[src/rtl/display_scan_controller.sv]
// ============================================================================
// Module      : display_scan_controller
// Description : Time-multiplexed 4-digit display scanner. The digit shadow
//               register is updated only at frame boundaries.
// Revision    : 1.0 - initial release
// ============================================================================
`default_nettype none

module display_scan_controller #(
    parameter int DWELL_CYCLES = 100000,
    parameter int BLANK_CYCLES = 1000
) (
    input  logic        clk,
    input  logic        reset_n,
    input  logic [15:0] value,
    input  logic        load,
    input  logic [3:0]  digit_enable,
    output logic [3:0]  display_out,
    output logic [3:0]  an,
    output logic        frame_done,
    output logic        load_ack
);

    localparam int c_CNT_MAX = ((DWELL_CYCLES > BLANK_CYCLES) ? DWELL_CYCLES : BLANK_CYCLES) - 1;
    localparam int c_CNT_W   = (c_CNT_MAX < 1) ? 1 : $clog2(c_CNT_MAX + 1);
    localparam logic [c_CNT_W-1:0] c_DWELL_LAST = c_CNT_W'(DWELL_CYCLES - 1);
    localparam logic [c_CNT_W-1:0] c_BLANK_LAST = c_CNT_W'(BLANK_CYCLES - 1);

    typedef enum logic [0:0] {
        S_BLANK = 1'b0,
        S_DRIVE = 1'b1
    } state_t;

    state_t               r_state;
    state_t               w_next_state;
    logic [1:0]           r_sel;
    logic [c_CNT_W-1:0]   r_cnt;
    logic [15:0]          r_shadow;
    logic [15:0]          r_pending_val;
    logic                 r_pending;
    logic                 w_blank_end;
    logic                 w_drive_end;
    logic                 w_boundary;

    always_comb begin
        w_blank_end  = (r_state == S_BLANK) && (r_cnt == c_BLANK_LAST);
        w_drive_end  = (r_state == S_DRIVE) && (r_cnt == c_DWELL_LAST);
        w_boundary   = w_drive_end && (r_sel == 2'd3);
        w_next_state = r_state;
        if (w_blank_end) begin
            w_next_state = S_DRIVE;
        end else if (w_drive_end) begin
            w_next_state = S_BLANK;
        end
    end

    always_ff @(posedge clk) begin
        if (!reset_n) begin
            r_state <= S_BLANK;
        end else begin
            r_state <= w_next_state;
        end
    end

    always_ff @(posedge clk) begin
        if (!reset_n) begin
            r_sel         <= 2'd0;
            r_cnt         <= '0;
            an            <= 4'b1111;
            display_out   <= 4'h0;
            r_shadow      <= 16'h0000;
            r_pending_val <= 16'h0000;
            r_pending     <= 1'b0;
            frame_done    <= 1'b0;
            load_ack      <= 1'b0;
        end else begin
            frame_done <= w_boundary;
            load_ack   <= 1'b0;

            if (w_blank_end || w_drive_end) begin
                r_cnt <= '0;
            end else begin
                r_cnt <= r_cnt + 1'b1;
            end

            // Digit nibble and anode are latched once at DRIVE entry and held
            if (w_blank_end) begin
                display_out <= r_shadow[{r_sel, 2'b00} +: 4];
                an          <= digit_enable[r_sel] ? ~(4'b0001 << r_sel) : 4'b1111;
            end

            if (w_drive_end) begin
                an    <= 4'b1111;
                r_sel <= r_sel + 2'd1;
            end

            // A load coinciding with the boundary bypasses the pending register
            if (w_boundary) begin
                if (r_pending || load) begin
                    r_shadow <= load ? value : r_pending_val;
                    load_ack <= 1'b1;
                end
                r_pending <= 1'b0;
            end else if (load) begin
                r_pending_val <= value;
                r_pending     <= 1'b1;
            end
        end
    end

endmodule

`default_nettype wire

[config.mk]
export PLATFORM = sky130hd
export DESIGN_NAME = display_scan_controller
export DESIGN_NICKNAME = d
export VERILOG_FILES = /design/src/rtl/display_scan_controller.sv
export SDC_FILE = /design/constraint.sdc
export NUM_CORES = 1
export LEC_CHECK = 0
export ABC_AREA = 0
export CAP_MARGIN = 10
export CORE_AREA = 4 4 81 83
export CTS_BUF_LIST = sky130_fd_sc_hd__clkbuf_8
export CTS_CLUSTER_SIZE = 24
export DETAILED_ROUTE_END_ITERATION = 12
export DIE_AREA = 0 0 85 87
export PLACE_DENSITY_LB_ADDON = 0.2
export SLEW_MARGIN = 20
export SYNTH_ARGS = -nofsm -noshare
export SYNTH_HDL_FRONTEND = slang
export SYNTH_SLANG_ARGS = --single-unit
[constraint.sdc]
create_clock -name clk -period 2 [get_ports clk]
set_input_delay 0.2 -clock clk [delete_from_list [all_inputs] [get_ports clk]]
set_output_delay 0.2 -clock clk [all_outputs]
set_load 0.02 [all_outputs]
==> flow_metrics.tcl <==
set metrics [dict create \
    max_cap_viol_count 0 \
    cts.sinks 63 \
    wl_per_cell_um 14.6 \
    cts_buffers 9 \
    ant_nets 0 \
    dp_hpwl_um 4500 \
    mappedNetlistNets 359 \
    peakVddDrop_v 0.000554 \
    avgSynthCellArea_um2 9.36 \
    crit_chain "and3_1, nand2_1, or4_1, a211oi_1" \
    cts_resized 0 \
    worst_hold_startpoint "reset_n" \
    layout_common_cells "73 x nand2_1, 63 x dfxtp_1, 32 x mux2i_1" \
    fin_crit_ns 1.81 \
    max_stage_delay_ns 0.51 \
    cp-end-kind "register" \
    initial_core_util 0.529 \
    postLayoutCellArea_um2 3710 \
    worstMarginPinSlew_ns 0.471 \
    synthToLayoutAreaGrowth_pct 19.9 \
    root_buffer "clkbuf_8" \
    clockBufferDepth 2 \
    grt_pass1_vias 2376 \
    cp-start-kind "register" \
    dr.pass1.iters 4 \
    synth_seq_cells 63 \
    synth_cell_types 47 \
    p_per_area_nw_per_um2 706 \
    rows 28 \
    required_ns 2.24 \
    synth_ff_type "dfxtp_1" \
    cp_slowest_cell "or4_1" \
    placed_area_um2 3500 \
    drt-initial-drc-count 108 \
    leakage_nw 1.39 \
    cts_tree "yes" \
    nNetsFinal 392 \
    grt_pass1_wl_um 11100 \
    power.total_mw 2.62 \
    min_path_type "primary input to register" \
    crit_fanout 8 \
    worstPathArrival_ns 2.06 \
    drc 0 \
    wirelength_um 6480 \
    via_per_inst 5.50 \
    antenna_found_initial 0 \
    cts_setup_buffers 0 \
    worstSkewPairLatency_ns 0.33 \
    ys_warn_count 0 \
    core-area_um2 5850 \
    syn_area_um2 3100 \
    fin_skew_ns 0.00863 \
    critPathKind "register to register" \
    die-area_um2 7400 \
    fmax_mhz 551 \
    grt-ovfl-total 0 \
    fin_tns_setup_ns 0 \
    antenna_cells 0 \
    die-width_um 85 \
    layout.cells.most_common "nand2_1" \
    clk_pin_slew_worst_paths_ns 0.07 \
    max_slew_margin 0.683 \
    htreeDepth 3 \
    setup_viol 0 \
    status "complete, no violations" \
    async_reset_ff_frac 0 \
    cts_hold_buf 0 \
    vias 2441 \
    ios 33 \
    synth_edf_count 0 \
    syn_inst 331 \
    hold_viol 0 \
    die_y_um 87 \
    grt_start_max_net_pins 31 \
    port_buffers 32 \
    critPathLaunch "r_cnt[5]" \
    rsz0062_at_grt "no" \
    r2r_start "r_cnt[5]" \
    grt_usage 0.187 \
    finalCritPeriodShare 0.907 \
    drive_gt1_frac 0.179 \
    gp_congestion 0.818 \
    report.final.slew_viol_count 0 \
    seq_area_frac_synth 0.407 \
]
[kinds of logic (layout without fill, tap and decap cells)]
| logic type | after synthesis | count (layout) | share of synthesized area |
|---|---|---|---|
| flip-flops | 63 | 63 | 0.407 |
| XOR/XNOR | 10 | 10 | 0.0283 |
| adder cells (fa/ha/maj) | 5 | 5 | 0.0202 |
| multiplexers | 53 | 53 | 0.198 |
| buffers and inverters | 30 | 68 | 0.0509 |
| AO/OA/AOI/OAI | 37 | 37 | 0.0719 |
| AND/OR/NAND/NOR | 133 | 133 | 0.223 |
[registers in the layout (all words and copies together) (netlist names)]
signal         flops
an                 4
frame_done         1
r_sel              2
r_state            1
r_shadow          16
r_pending          1
load_ack           1
display_out        4
r_pending_val     16
r_cnt             17
[path summary, 6_finish.rpt]
path                            slack [ns]           end  depth (start not counted)
worst min-delay path                  0.26  r_shadow[14]                          3
worst max-delay path                  0.19     r_cnt[15]                          4
worst min register to register        0.46  r_shadow[15]                          2
worst max register to register        0.19     r_cnt[15]                          4
[metrics by stage]
| stage | utilization | instances | hold WS [ns] | worst slack [ns] |
|---|---|---|---|---|
| floorplan | - | 331 | 0.342 | 0.221 |
| detailed placement | 0.599 | 428 | 0.446 | 0.190 |
| finish | 0.635 | 444 | 0.261 | 0.186 |
| global placement | 0.599 | 428 | 0.433 | 0.234 |
| CTS | 0.635 | 444 | 0.240 | 0.162 |
| global route | 0.635 | 444 | 0.258 | 0.0113 |
[critical path, delay by kind of cell (launching register included)]
family,cells,cell delay [ns]
and+or+nand+nor,3,1.02
DFF,1,0.46
AOI/OAI and AO/OA,1,0.25
[area by class of cell]
type | count | area, µm²
clock buffer | 12 | 165
clock inverter | 4 | 43.8
fill | 482 | 2140
inverter | 5 | 18.8
multi-input combinational | 238 | 1680
sequential | 63 | 1260
tap | 75 | 93.8
timing repair buffer | 47 | 453
[power breakdown]
part	switching, mW	internal [mW]
logic	0.0853	0.101
registers	0.0131	1.28
clock network	0.473	0.669
total	0.571	2.05
[cell usage after synthesis, types with 4 or more instances]
cell,instances,area [µm²]
mux2i_1,32,320
nand3_1,12,60.1
a21oi_1,11,55.1
inv_1,4,15.0
dfxtp_1,63,1260
o21ai_0,14,70.1
xor2_1,8,70.1
mux2_2,16,180
ha_1,5,62.6
clkbuf_1,16,60.1
buf_6,5,56.3
a211oi_1,4,30.0
mux4_2,5,113
nand2_1,73,274
nor3_1,15,75.1
[metal layers]
metal  vias up  global-route usage  part of all wire
li1       1233                   -                 -
met1      1140               0.227              0.46
met2        54               0.311              0.48
met3        14              0.0501             0.040
met4         0              0.0849             0.021
met5         -                   0                 0
No activity file was read; power rests on OpenSTA's default activity.
